## config.mk

```make
export PLATFORM = sky130hd
export DESIGN_NAME = marlann_cmd_seq_flat
export DESIGN_NICKNAME = d
export VERILOG_FILES = /design/src/rtl/marlann_cmd_seq_if.sv /design/src/rtl/marlann_cmd_seq.sv /design/src/flat_wrapper.sv
export SDC_FILE = /design/constraint.sdc
export NUM_CORES = 1
export LEC_CHECK = 0
export CAP_MARGIN = 20
export CORE_MARGIN = 3
export CORE_UTILIZATION = 35
export CTS_CLUSTER_SIZE = 25
export DETAILED_ROUTE_END_ITERATION = 8
export PLACE_DENSITY = 0.67
export SYNTH_ARGS = -nofsm -noshare
export SYNTH_HDL_FRONTEND = slang
export SYNTH_SLANG_ARGS = --single-unit
```

## constraint.sdc

```tcl
create_clock -name clock -period 3.7 [get_ports clock]
set_clock_uncertainty 0.1 [all_clocks]
set_input_delay 0.37 -clock clock [delete_from_list [all_inputs] [get_ports clock]]
set_output_delay 0.37 -clock clock [all_outputs]
set_load 0.05 [all_outputs]
```

## src/rtl/marlann_cmd_seq_if.sv

```systemverilog
// marlann_cmd_seq_if
// Host byte stream plus memory write bus for the command sequencer.
//   frame_start / frame_end : one-cycle frame delimiters from the host link
//   din_valid / din_data    : received byte strobe and byte
//   mem_we / mem_addr / mem_wdata : one-cycle write to the model memory
// The slave modport is the sequencer side; the master modport is the
// host/memory side (testbench or surrounding SoC).
interface marlann_cmd_seq_if #(
  parameter int ADDR_BITS = 16
);
  logic                 frame_start;
  logic                 frame_end;
  logic                 din_valid;
  logic [7:0]           din_data;
  logic                 mem_we;
  logic [ADDR_BITS-1:0] mem_addr;
  logic [7:0]           mem_wdata;

  modport master (
    output frame_start,
    output frame_end,
    output din_valid,
    output din_data,
    input  mem_we,
    input  mem_addr,
    input  mem_wdata
  );

  modport slave (
    input  frame_start,
    input  frame_end,
    input  din_valid,
    input  din_data,
    output mem_we,
    output mem_addr,
    output mem_wdata
  );
endinterface

```

## src/rtl/marlann_cmd_seq.sv

```systemverilog
// marlann_cmd_seq
// Decodes host command frames into memory writes, an engine start pulse
// and a debug LED load.
//   clock      : sole clock, rising edge
//   reset      : synchronous, active-high
//   bus        : marlann_cmd_seq_if.slave (byte stream in, memory write out)
//   exec_busy  : compute engine running
//   exec_start : one-cycle engine start pulse
//   leds       : debug LED register
//   ml_rdy     : registered ready flag (engine idle, no start in flight)
//   ml_err     : sticky error flag, cleared by frame_start or reset
// Build option: define MARLANN_LEDCMD_EN to enable the 0x23 LED command;
// without it 0x23 is an unknown command and leds stays at 0.
//
// state     | meaning
// ----------+--------------------------------------------------
// IDLE      | outside a frame, bytes ignored
// CMD       | waiting for the command byte
// ADDR_HI   | waiting for address bits [15:8]
// ADDR_LO   | waiting for address bits [7:0]
// WDATA     | every byte is written, address post-increments
// LED       | next byte loads the LED register
// DISCARD   | rest of frame ignored
module marlann_cmd_seq #(
  parameter int ADDR_BITS = 16
) (
  input  logic                    clock,
  input  logic                    reset,
  marlann_cmd_seq_if.slave        bus,
  input  logic                    exec_busy,
  output logic                    exec_start,
  output logic [4:0]              leds,
  output logic                    ml_rdy,
  output logic                    ml_err
);

  localparam logic [7:0] CMD_WRITE = 8'h21;
  localparam logic [7:0] CMD_EXEC  = 8'h22;
  localparam logic [7:0] CMD_LED   = 8'h23;

  typedef enum logic [2:0] {
    IDLE, CMD, ADDR_HI, ADDR_LO, WDATA, LED, DISCARD
  } state_t;

  state_t               state_q, state_n;
  logic [ADDR_BITS-1:0] addr_q, addr_n;
  logic [15:0]          addr_wide, addr_hi_ld, addr_lo_ld;

  logic byte_ok;
  logic we_n;
  logic start_n;
  logic err_set;
  logic err_clr;

  // A byte only counts when no frame delimiter arrives in the same cycle.
  assign byte_ok = bus.din_valid && !bus.frame_start && !bus.frame_end;

  // State register
  always_ff @(posedge clock) begin
    if (reset) state_q <= IDLE;
    else       state_q <= state_n;
  end

  // Next-state logic
  always_comb begin
    state_n = state_q;
    if (bus.frame_start) begin
      state_n = CMD;
    end else if (bus.frame_end) begin
      state_n = IDLE;
    end else if (bus.din_valid) begin
      unique case (state_q)
        CMD: begin
          if (bus.din_data == CMD_WRITE)     state_n = ADDR_HI;
`ifdef MARLANN_LEDCMD_EN
          else if (bus.din_data == CMD_LED)  state_n = LED;
`endif
          else                               state_n = DISCARD;
        end
        ADDR_HI: state_n = ADDR_LO;
        ADDR_LO: state_n = WDATA;
        WDATA:   state_n = WDATA;
        LED:     state_n = DISCARD;
        default: state_n = state_q;
      endcase
    end
  end

  // Address load paths; upper bits beyond ADDR_BITS fall off when truncated.
  always_comb begin
    addr_wide  = 16'(addr_q);
    addr_hi_ld = {bus.din_data, addr_wide[7:0]};
    addr_lo_ld = {addr_wide[15:8], bus.din_data};
  end

  // Output / datapath control
  always_comb begin
    we_n    = 1'b0;
    start_n = 1'b0;
    err_set = 1'b0;
    err_clr = bus.frame_start;
    addr_n  = addr_q;
    if (!bus.frame_start && bus.frame_end &&
        (state_q == ADDR_HI || state_q == ADDR_LO)) begin
      err_set = 1'b1;
    end
    if (byte_ok) begin
      unique case (state_q)
        CMD: begin
          if (bus.din_data == CMD_EXEC) begin
            if (exec_busy) err_set = 1'b1;
            else           start_n = 1'b1;
          end else if (bus.din_data != CMD_WRITE
`ifdef MARLANN_LEDCMD_EN
                       && bus.din_data != CMD_LED
`endif
                      ) begin
            err_set = 1'b1;
          end
        end
        ADDR_HI: addr_n = addr_hi_ld[ADDR_BITS-1:0];
        ADDR_LO: addr_n = addr_lo_ld[ADDR_BITS-1:0];
        WDATA: begin
          we_n   = 1'b1;
          addr_n = addr_q + ADDR_BITS'(1);
        end
        default: ;
      endcase
    end
  end

  // Registered outputs and datapath
  always_ff @(posedge clock) begin
    if (reset) begin
      addr_q        <= '0;
      bus.mem_we    <= 1'b0;
      bus.mem_addr  <= '0;
      bus.mem_wdata <= 8'h00;
      exec_start    <= 1'b0;
      ml_rdy        <= 1'b0;
      ml_err        <= 1'b0;
    end else begin
      addr_q     <= addr_n;
      bus.mem_we <= we_n;
      if (we_n) begin
        bus.mem_addr  <= addr_q;
        bus.mem_wdata <= bus.din_data;
      end
      exec_start <= start_n;
      // Held low while a start is being issued and for the pulse cycle,
      // giving the engine a cycle to raise exec_busy.
      ml_rdy <= !exec_busy && !start_n && !exec_start;
      if (err_clr)      ml_err <= 1'b0;
      else if (err_set) ml_err <= 1'b1;
    end
  end

`ifdef MARLANN_LEDCMD_EN
  logic       led_load;
  logic [4:0] leds_q;

  assign led_load = byte_ok && (state_q == LED);

  always_ff @(posedge clock) begin
    if (reset)         leds_q <= 5'd0;
    else if (led_load) leds_q <= bus.din_data[4:0];
  end

  assign leds = leds_q;
`else
  assign leds = 5'd0;
`endif

endmodule

```

## src/flat_wrapper.sv

```systemverilog
// flat-port wrapper written by rule: the top's interface ports become plain ports
module marlann_cmd_seq_flat 
#(
  parameter int ADDR_BITS = 16
)
  (clock, reset, exec_busy, exec_start, leds, ml_rdy, ml_err, bus_frame_start, bus_frame_end, bus_din_valid, bus_din_data, bus_mem_we, bus_mem_addr, bus_mem_wdata);
  marlann_cmd_seq_if #(.ADDR_BITS(ADDR_BITS)) bus_i ();
  input  logic clock;
  input  logic reset;
  input  logic exec_busy;
  output logic exec_start;
  output logic [4:0] leds;
  output logic ml_rdy;
  output logic ml_err;
  input wire logic [$bits(bus_i.frame_start)-1:0] bus_frame_start;
  input wire logic [$bits(bus_i.frame_end)-1:0] bus_frame_end;
  input wire logic [$bits(bus_i.din_valid)-1:0] bus_din_valid;
  input wire logic [$bits(bus_i.din_data)-1:0] bus_din_data;
  output wire logic [$bits(bus_i.mem_we)-1:0] bus_mem_we;
  output wire logic [$bits(bus_i.mem_addr)-1:0] bus_mem_addr;
  output wire logic [$bits(bus_i.mem_wdata)-1:0] bus_mem_wdata;
  assign bus_i.frame_start = bus_frame_start;
  assign bus_i.frame_end = bus_frame_end;
  assign bus_i.din_valid = bus_din_valid;
  assign bus_i.din_data = bus_din_data;
  assign bus_mem_we = bus_i.mem_we;
  assign bus_mem_addr = bus_i.mem_addr;
  assign bus_mem_wdata = bus_i.mem_wdata;
  marlann_cmd_seq #(.ADDR_BITS(ADDR_BITS)) u_core (.clock(clock), .reset(reset), .bus(bus_i), .exec_busy(exec_busy), .exec_start(exec_start), .leds(leds), .ml_rdy(ml_rdy), .ml_err(ml_err));
endmodule
```

==> results of run 1 <==
-- registers in the layout (all words and copies together) (netlist names) --
signal	flops
u_core.addr_q	16
u_core.bus.mem_addr	16
u_core.bus.mem_wdata	8
u_core.state_q	3
u_core.bus.mem_we	1
u_core.exec_start	1
u_core.ml_err	1
u_core.ml_rdy	1
-- final timing paths --
| path | from | to | slack, ns | cells past startpoint |
|---|---|---|---|---|
| setup / recovery | bus_din_valid | u_core.addr_q[11] | 1.31 | 5 |
| hold / removal | u_core.exec_start | u_core.ml_rdy | 0.33 | 1 |
| setup reg to reg | u_core.state_q[2] | u_core.addr_q[5] | 1.48 | 4 |
| hold reg to reg | u_core.exec_start | u_core.ml_rdy | 0.33 | 1 |
-- stage by stage --
| stage | cells | hold slack, ns | worst slack [ns] | instance area [µm²] | total power, mW |
|---|---|---|---|---|---|
| after floorplan | 306 | 0.3485 | 1.735 | 2341 | 0.5644 |
| after global placement | 401 | 0.3219 | 1.048 | 2753 | 0.5892 |
| after detailed placement | 401 | 0.3227 | 0.9915 | 2753 | 0.5897 |
| after CTS | 409 | 0.3415 | 1.308 | 2865 | 0.9728 |
| after global routing | 409 | 0.3581 | 1.171 | 2865 | 1.004 |
| final | 409 | 0.3349 | 1.306 | 2865 | 0.9615 |
-- kinds of logic (layout without fill, tap and decap cells) --
family                   count (synthesis)  after routing
AND/OR/NAND/NOR                        135            135
AO/OA/AOI/OAI                           84             84
flip-flops                              47             47
buffers and inverters                   32             58
multiplexers                             2              2
adder cells (fa/ha/maj)                  1              1
other                                    1              5
-- synth_stat cells, drive strengths merged (3+ instances only) --
| master | instances | area [µm²] |
|---|---|---|
| or4 | 4 | 30.03 |
| nor4 | 6 | 37.54 |
| nor3 | 4 | 20.02 |
| and3 | 4 | 25.02 |
| dfxtp | 47 | 940.9 |
| and2 | 6 | 37.54 |
| clkbuf | 19 | 71.32 |
| nand2b | 4 | 25.02 |
| nand4 | 8 | 50.05 |
| a21oi | 41 | 205.2 |
| o31a | 3 | 26.28 |
| inv | 6 | 22.52 |
| o21ai | 9 | 45.04 |
| nand3 | 12 | 60.06 |
| nor2 | 14 | 52.55 |
| nand2 | 58 | 217.7 |
| nor2b | 3 | 18.77 |
| a211oi | 4 | 30.03 |
| o32ai | 3 | 26.28 |
| a31oi | 3 | 18.77 |
| buf | 7 | 46.29 |
-- where the power goes --
part | internal [mW] | total [mW] | switching [mW]
Clock | 0.201 | 0.383 | 0.182
Combinational | 0.0241 | 0.0670 | 0.0429
Sequential | 0.507 | 0.511 | 0.00376
Total | 0.733 | 0.961 | 0.229
-- cell type report --
type                       count  area, µm²  share of cell area
sequential                    47      940.9              0.3284
inverter                       6      22.52            0.007860
clock buffer                   5      68.82             0.02402
timing repair buffer          44      432.9              0.1511
tap                           77      96.34             0.03362
multi-input combinational    227       1260              0.4397
clock inverter                 3      43.79             0.01528
-- layer usage --
metal	up-vias	GRT usage
li1	1128	-
met1	1044	0.2723
met2	68	0.2425
met3	9	0.03406
met4	0	0.04184
met5	-	0
==> run summary, run 1 <==
Rel. slew slack - 0.4101
Portion of the clock cycle consumed by the worst path in the final layout - 0.6471
Type of the worst setup path - in2reg
Placer congestion estimate - 0.9153
Setup repair after global routing missed its margin - no
Async SR Flop Fraction - 0
Insertion delay to the later sink of the worst-skew pair - 0.31 ns
Root buffer cell - sky130_fd_sc_hd__clkbuf_8
H-tree depth - 2
Share of cell area taken by muxes after synthesis - 0.009145
Static leakage power - 0.9282 nW
Wire length of the first global-routing pass - 10540 µm
Post-route minimum period - 2.394 ns
Area grow syn2layout - 23.18%
Utilization of the core after routing - 0.4487
List of cells traversed by the critical path - clkdlybuf4s50_1, or4b_4, o21bai_1, o31a_1, a221oi_1
Via count of the first global-routing pass - 1995
Least-Margin Pin Slew - 0.8849 ns
Peak per-stage delay on the critical path - 0.65 ns
Most frequent cells in the layout - sky130_fd_sc_hd__nand2_1, sky130_fd_sc_hd__dfxtp_1, sky130_fd_sc_hd__a21oi_1, sky130_fd_sc_hd__clkdlybuf4s50_1, sky130_fd_sc_hd__nor2_1
Number of warnings issued by yosys - 0
Adder and majority cell fraction of the synthesized area - 0.005379
Routed WL per cell - 15.53 µm
Startpoint type of the worst setup path - primary input
Slowest library cell on the worst path - sky130_fd_sc_hd__clkdlybuf4s50_1
Die width - 87.52 µm
Vertical die dimension - 87.52 µm
FP Rows - 29
Commonest non-fill, non-tap cell in the layout - sky130_fd_sc_hd__nand2_1
Number of filler instances in the final layout - 662
Combinational family with the most area after synthesis - simple AND/OR/NAND/NOR gates
Routed length on met1 - 3130 µm
Most used DFF post-synth - sky130_fd_sc_hd__dfxtp_1
Xor-xnor portion of the synthesized cell area - 0
Detailed Route Iter0 Violations - 211
Number of standard cells after synthesis - 302
Result of the run - completed
Required time at the worst-slack endpoint - 3.81 ns
Routed length on met3 - 350 µm
Number of antenna violations at the first check in global routing - 0
Register bit count reported by yosys - 47
Count of antenna-violating nets left after detailed routing - 0
IO Port Bufs - 41
Maximum number of pins on one net before global-route repair - 46
Synth cell types - 53
CTS tree - yes
Post-CTS Repair Setup Buffers - 0
Seq/Total Area, Yosys - 0.4045
Cell family contributing the most delay on the critical path - compound AO/OA/AOI/OAI gates
Crit Path Max Fanout - 11
Synthesized-area fraction occupied by ao, oa, aoi and oai cells - 0.2297
Number of hold-repair buffers added at the cts stage - 0
CTS max path bufs - 2
Worst EP arrival - 2.51 ns
Number of remaining DRC errors - 0
Worst voltage drop across the vdd grid - 0.2158 mV
Effective utilization at floorplan - 0.3642
# resized after CTS - 0
Buffers plus inverters on the worst setup path - 1
Ports placed on the boundary - 47
Detailed Routing Iterations Pass 1 - 4
Routed wl met2 - 2786 µm
Overall routing resource usage - 0.1742
Routed via count - 2249
Highest metal layer used by the detailed router - met4
Number of buffers created by CTS - 5
Cell area after technology mapping - 2326 µm²
Clock Pin Slew Worst Setup and Hold Paths - 0.09 ns
Final setup TNS - 0 ns
Clock Sink Count - 47
Max-cap violations - 0
Final setup violation count - 0
Final hold violations - 0
Overflow left after global routing - 0
Average vias per placed instance - 5.499
Die ar. - 7660 µm²
Achievable Freq - 417.7 MHz
HPWL after detailed placement - 4372 µm
Fin nets - 346
Total core area - 6386 µm²
Final-report max-slew violation count - 0
Power Dens Cells - 335.6 nW/µm²
Post-synthesis area per instance - 7.702 µm²
Area fraction in and, or, nand and nor cells after synthesis - 0.2894
Layout cells sized above 1 - 0.05422
Setup crit end kind - flop
Number of flops mapped to enable cells by yosys - 0
Total Wirelength - 6351 µm
Diode count - 0
Worst min-delay path class - reg2reg
(Power assumes the default switching activity.)
==> run 2: changes to the inputs <==
--- a/config.mk
+++ b/config.mk
@@ -10,7 +10,7 @@
 export CORE_UTILIZATION = 35
 export CTS_CLUSTER_SIZE = 25
 export DETAILED_ROUTE_END_ITERATION = 8
-export PLACE_DENSITY = 0.67
+export PLACE_DENSITY = 0.69
 export SYNTH_ARGS = -nofsm -noshare
 export SYNTH_HDL_FRONTEND = slang
 export SYNTH_SLANG_ARGS = --single-unit
==> constraint.sdc (replaced) <==
create_clock -name clock -period 2.2 [get_ports clock]
set_clock_uncertainty 0.1 [all_clocks]
set_input_delay 0.22 -clock clock [delete_from_list [all_inputs] [get_ports clock]]
set_output_delay 0.22 -clock clock [all_outputs]
set_load 0.05 [all_outputs]
==> run 2 against run 1 <==
Against the previous run: register-to-register slack got worse by 1.3 ns; global-route usage up 0.72 points; final area up 3.1%; die area unchanged; critical path type unchanged; combinational power rose by 100%.
==> run summary, run 2 (synthesized netlist as in run 1, its figures left out) <==
Diode count - 0 (unchanged)
H-tree depth - 2 (unchanged)
Achievable Freq - 496.7 MHz
Utilization of the core after routing - 0.4624 (+0.01371)
Overflow left after global routing - 0 (unchanged)
IO Port Bufs - 41 (unchanged)
Insertion delay to the later sink of the worst-skew pair - 0.29 ns (-0.02 ns)
Area grow syn2layout - 26.95%
Largest registers ranked by flip-flop count - u_core.addr_q: 16 flops, u_core.bus.mem_addr: 16 flops, u_core.bus.mem_wdata: 8 flops
Root buffer cell - sky130_fd_sc_hd__clkbuf_8
Number of antenna violations at the first check in global routing - 0 (unchanged)
Crit Path Max Fanout - 3 (-8)
Count of antenna-violating nets left after detailed routing - 0 (unchanged)
Result of the run - completed
Number of buffers created by CTS - 5 (unchanged)
Cell Count Post-Placement - 418 (+4.2%)
Final setup TNS - 0 ns (unchanged)
Portion of the clock cycle consumed by the worst path in the final layout - 0.9151
Routed WL per cell - 15.74 µm (+1.4%)
Worst reg2reg path depth - 4 (unchanged)
# resized after CTS - 0 (unchanged)
Most frequent cells in the layout - sky130_fd_sc_hd__nand2_1, sky130_fd_sc_hd__dfxtp_1, sky130_fd_sc_hd__a21oi_1, sky130_fd_sc_hd__clkdlybuf4s50_1, sky130_fd_sc_hd__buf_4
Max-cap violations - 0 (unchanged)
Routed via count - 2343 (+4.2%)
Die ar. - 7660 µm² (unchanged)
Type of the worst setup path - in2reg
Setup repair after global routing missed its margin - no
Total Wirelength - 6674 µm (+5.1%)
Final-report max-slew violation count - 0 (unchanged)
Worst voltage drop across the vdd grid - 0.2767 mV (+28%)
Post-CTS Repair Setup Buffers - 0 (unchanged)
Startpoint type of the worst setup path - primary input
Effective utilization at floorplan - 0.3642 (unchanged)
Detailed Route Iter0 Violations - 256 (+21%)
Commonest non-fill, non-tap cell in the layout - sky130_fd_sc_hd__nand2_1
Number of remaining DRC errors - 0 (unchanged)
FP Rows - 29 (unchanged)
Final cell count without fillers - 424 (+3.7%)
Layout cells sized above 1 - 0.09222 (+0.03800)
CTS tree - yes
Dpl ws - -0.1078 ns (-1.099 ns)
Clock Sink Count - 47 (unchanged)
Hold_ws - 0.3292 ns (-0.005758 ns)
Overall routing resource usage - 0.1815 (+0.007237)
Final hold violations - 0 (unchanged)
Reg2Reg Setup Slack - 0.20 ns (-1.28 ns)
Number of filler instances in the final layout - 695 (+5.0%)
Die width - 87.52 µm (unchanged)
Worst EP arrival - 2.13 ns (-0.38 ns)
Met2 track demand over resource in global routing - 0.2863 (+0.04384)
Post-route minimum period - 2.013 ns
Setup crit end kind - flop
Least-Margin Pin Slew - 0.6771 ns (-0.2078 ns)
Required time at the worst-slack endpoint - 2.32 ns (-1.49 ns)
Wire length of the first global-routing pass - 11050 µm (+4.8%)
Worst Slack Setup Final - 0.1867 ns (-1.119 ns)
Via count of the first global-routing pass - 2230 (+12%)
Setup crit start - bus_frame_end
Met1 demand-to-capacity share in global routing - 0.2513 (-0.02101)
Average vias per placed instance - 5.526 (+0.49%)
Launch instance of the worst register-to-register path - u_core.state_q[2]
Number of hold-repair buffers added at the cts stage - 0 (unchanged)
Final setup violation count - 0 (unchanged)
HPWL after detailed placement - 4766 µm (+9.0%)
CTS max path bufs - 2 (unchanged)
Power Dens Cells - 499.6 nW/µm² (+49%)
Worst min-delay path class - reg2reg
Static leakage power - 0.9880 nW (+6.4%)
Worst min-delay path endpoint - u_core.ml_rdy
Hold Path Cell Cnt - 1 (unchanged)
Fin nets - 363 (+4.9%)
Fraction of met3 tracks used by global routing - 0.03879 (+0.004730)
Vertical die dimension - 87.52 µm (unchanged)
Total core area - 6386 µm² (unchanged)
Maximum number of pins on one net before global-route repair - 31 (-33%)
Detailed Routing Iterations Pass 1 - 4 (unchanged)
Hold_sp - u_core.exec_start
Rel. slew slack - 0.5466 (+0.1365)
Most utilized layer in the global route result - met2
Crit Reg-Reg Endpoint - u_core.addr_q[4]
Placer congestion estimate - 0.9390 (+2.6%)
Ports placed on the boundary - 47 (unchanged)
Clock Pin Slew Worst Setup and Hold Paths - 0.08 ns (about the same)
## run 2: changes by cell type in the layout (fill, tap and decap cells not counted)
cell,previous run,this run
sky130_fd_sc_hd__buf_4,3,20
sky130_fd_sc_hd__bufinv_16,1,0
sky130_fd_sc_hd__clkbuf_1,0,1
sky130_fd_sc_hd__clkinv_2,1,0
sky130_fd_sc_hd__clkinv_4,1,0
## run 2: how the worst max path moves through the flow
stage                              endpoint  slack (ns)  depth (start not counted)
after global placement    u_core.addr_q[15]       -0.09                          5
after CTS                 u_core.addr_q[15]        0.20                          5
after floorplan           u_core.addr_q[15]        0.27                          4
after global routing       u_core.addr_q[1]        0.08                          4
after detailed placement  u_core.addr_q[15]       -0.11                          5
final                     u_core.addr_q[15]        0.19                          5
## run 2: critical path, stage by stage
cell,delay [ns]
sky130_fd_sc_hd__clkdlybuf4s50_1,0.43
sky130_fd_sc_hd__or4b_4,0.53
sky130_fd_sc_hd__or4_1,0.39
sky130_fd_sc_hd__or4_1,0.41
sky130_fd_sc_hd__a41oi_1,0.15
## run 2: routing by layer
layer  wire (µm)  vias to the layer above
met5           0                        -
li1            -                     1157
met1        3127                     1083
met2        2979                       93
met3         487                       10
met4          80                        0
## run 2: cell type report
cell class	count	area [µm²]	share of cell area
clock buffers	6	72.57	0.02458
inverters	6	22.52	0.007627
multi-input cells	227	1260	0.4267
flip-flops and latches	47	940.9	0.3186
well taps	77	96.34	0.03263
repair buffers	61	560.5	0.1898
## run 2: metrics by stage
stage          power [mW]  instance area (µm²)
3_3_place_gp        1.009                 2880
5_1_grt             1.542                 2953
6_report            1.475                 2953
4_1_cts             1.491                 2953
2_1_floorplan      0.9491                 2341
3_5_place_dp        1.009                 2880
## run 2: power breakdown
| part | total [mW] | switching [mW] | internal (mW) |
|---|---|---|---|
| Combinational | 0.135 | 0.0798 | 0.0547 |
| Clock | 0.485 | 0.272 | 0.213 |
| Sequential | 0.856 | 0.00284 | 0.853 |
| Total | 1.48 | 0.355 | 1.12 |
==> run 3: changes to the inputs <==
--- a/config.mk
+++ b/config.mk
@@ -6,7 +6,7 @@
 export NUM_CORES = 1
 export LEC_CHECK = 0
 export CAP_MARGIN = 20
-export CORE_MARGIN = 3
+export CORE_MARGIN = 2
 export CORE_UTILIZATION = 35
 export CTS_CLUSTER_SIZE = 25
 export DETAILED_ROUTE_END_ITERATION = 8
==> run 3 against run 2 <==
Against the previous run: routed wire length decreased by 5.0%; critical path depth is the same; final area is 2.5% higher; highest routed layer unchanged.
==> run summary, run 3 (synthesized netlist as in run 1, its figures left out) <==
Result of the run - completed
Setup crit start - bus_frame_end
Final standard cell area without fillers - 3025 µm² (+2.5%)
Vertical die dimension - 85.52 µm (-2.3%)
Peak per-stage delay on the critical path - 0.53 ns (about the same)
Portion of the clock cycle consumed by the worst path in the final layout - 0.9139 (-0.001265)
Required time at the worst-slack endpoint - 2.33 ns (about the same)
Root buffer cell - sky130_fd_sc_hd__clkbuf_8
Total Wirelength - 6337 µm (-5.0%)
Clock Pin Slew Worst Setup and Hold Paths - 0.09 ns (about the same)
Sequential standard cell area - 940.9 µm² (unchanged)
Largest registers ranked by flip-flop count - u_core.addr_q: 16 flops, u_core.bus.mem_addr: 16 flops, u_core.bus.mem_wdata: 8 flops
Routed WL per cell - 14.88 µm (-5.5%)
Commonest non-fill, non-tap cell in the layout - sky130_fd_sc_hd__nand2_1
Clock Sink Count - 47 (unchanged)
Final setup TNS - 0 ns (unchanged)
Number of filler instances in the final layout - 658 (-5.3%)
Count of cell instances traversed by the critical path - 5 (unchanged)
Diode count - 0 (unchanged)
Total core area - 6386 µm² (unchanged)
Placer congestion estimate - 0.9062 (-3.5%)
Wire length of the first global-routing pass - 10630 µm (-3.7%)
Static leakage power - 1.020 nW (+3.2%)
Power Dens Cells - 575.2 nW/µm² (+15%)
Least-Margin Pin Slew - 0.5982 ns (-0.07890 ns)
Final-report max-slew violation count - 0 (unchanged)
IO Port Bufs - 41 (unchanged)
Number of buffers created by CTS - 5 (unchanged)
Crit Reg-Reg Endpoint - u_core.addr_q[15]
Slowest library cell on the worst path - sky130_fd_sc_hd__or4b_4
# resized after CTS - 0 (unchanged)
Post-route minimum period - 2.010 ns (-0.002784 ns)
Worst EP arrival - 2.14 ns (about the same)
Average vias per placed instance - 5.561 (+0.63%)
Post-CTS Repair Setup Buffers - 0 (unchanged)
Insertion delay to the later sink of the worst-skew pair - 0.30 ns (about the same)
Maximum number of pins on one net before global-route repair - 40 (+29%)
Hold_sp - u_core.exec_start
Effective utilization at floorplan - 0.3642 (unchanged)
Max-cap violations - 0 (unchanged)
Via count of the first global-routing pass - 2160 (-3.1%)
CTS max path bufs - 2 (unchanged)
HPWL after detailed placement - 4628 µm (-2.9%)
Worst min-delay path endpoint - u_core.ml_rdy
Final hold violations - 0 (unchanged)
Multi-input logic area - 1260 µm² (unchanged)
Area grow syn2layout - 30.07%
Crit Path Max Fanout - 4 (+1)
FP Rows - 29 (unchanged)
Die ar. - 7314 µm² (-4.5%)
Detailed Routing Iterations Pass 1 - 4 (unchanged)
Cell area after placement - 2893 µm² (+0.43%)
Cell type with the highest occurrence count on the critical path - sky130_fd_sc_hd__or4_1
Number of antenna violations at the first check in global routing - 0 (unchanged)
Setup crit end kind - flop
Number of hold-repair buffers added at the cts stage - 0 (unchanged)
CTS tree - yes
Launch instance of the worst register-to-register path - u_core.state_q[0]
Overflow left after global routing - 0 (unchanged)
Rel. slew slack - 0.5994 (+0.05283)
Detailed Route Iter0 Violations - 205 (-20%)
Buffers plus inverters on the worst setup path - 1 (unchanged)
H-tree depth - 2 (unchanged)
Tot Pwr - 1.740 mW (+18%)
Worst voltage drop across the vdd grid - 0.4009 mV (+45%)
Most frequent cells in the layout - sky130_fd_sc_hd__nand2_1, sky130_fd_sc_hd__dfxtp_1, sky130_fd_sc_hd__a21oi_1, sky130_fd_sc_hd__clkdlybuf4s50_1, sky130_fd_sc_hd__buf_4
Achievable Freq - 497.4 MHz (+0.14%)
List of cells traversed by the critical path - clkdlybuf4s50_1, or4b_4, or4_1, or4_1, a41oi_1
Number of remaining DRC errors - 0 (unchanged)
Ports placed on the boundary - 47 (unchanged)
Reg2Reg Setup Slack - 0.20 ns (about the same)
Type of the worst setup path - in2reg
Dpl ws - -0.1126 ns (-0.004782 ns)
Startpoint type of the worst setup path - primary input
Worst Slack Setup Final - 0.1895 ns (+0.002784 ns)
Worst reg2reg path depth - 4 (unchanged)
Count of antenna-violating nets left after detailed routing - 0 (unchanged)
Hold Path Cell Cnt - 1 (unchanged)
Worst min-delay path class - reg2reg
Fin nets - 363 (unchanged)
Layout cells sized above 1 - 0.09742 (+0.005202)
Overall routing resource usage - 0.1804 (-0.001130)
Final setup violation count - 0 (unchanged)
Cell family contributing the most delay on the critical path - simple AND/OR/NAND/NOR gates
Die width - 85.52 µm (-2.3%)
Routed via count - 2369 (+1.1%)
Setup repair after global routing missed its margin - no
[run 3: cell types whose count changed in the layout (fill, tap and decap cells not counted), sizes merged]
cell / delta
bufinv: +2
[run 3: how the worst max path moves through the flow]
stage,slack (ns),endpoint
5_1_grt,0.10,u_core.addr_q[1]
2_1_floorplan,0.27,u_core.addr_q[15]
6_report,0.19,u_core.addr_q[15]
4_1_cts,0.19,u_core.addr_q[15]
3_5_place_dp,-0.11,u_core.addr_q[15]
3_3_place_gp,-0.09,u_core.addr_q[15]
[run 3: stage by stage]
stage,std cells,util,hold WS (ns)
floorplan,306,-,0.1985
global placement,418,0.4530,0.3167
detailed placement,418,0.4530,0.3226
CTS,426,0.4737,0.3403
global route,426,0.4737,0.3557
finish,426,0.4737,0.3360
[run 3: power by group]
group	total, mW	switching [mW]	internal (mW)	leakage (nW)
sequential	0.856	0.00288	0.853	0.379
combinational	0.133	0.0786	0.0540	0.576
clock	0.751	0.297	0.454	0.0654
[run 3: area by class of cell]
class | instances | area share
clock buffers | 6 | 0.02399
clock inverters | 2 | 0.01985
inverters | 6 | 0.007444
multi-input cells | 227 | 0.4165
flip-flops and latches | 47 | 0.3110
well taps | 77 | 0.03184
repair buffers | 61 | 0.1894
[run 3: routing by layer]
layer  vias up  share of wire  global-route usage
li1       1165              -                   -
met4         0          0.018             0.04906
met5         -              0                   0
met1      1106           0.46              0.2527
met2        86           0.45              0.2798
met3        12          0.064             0.04139
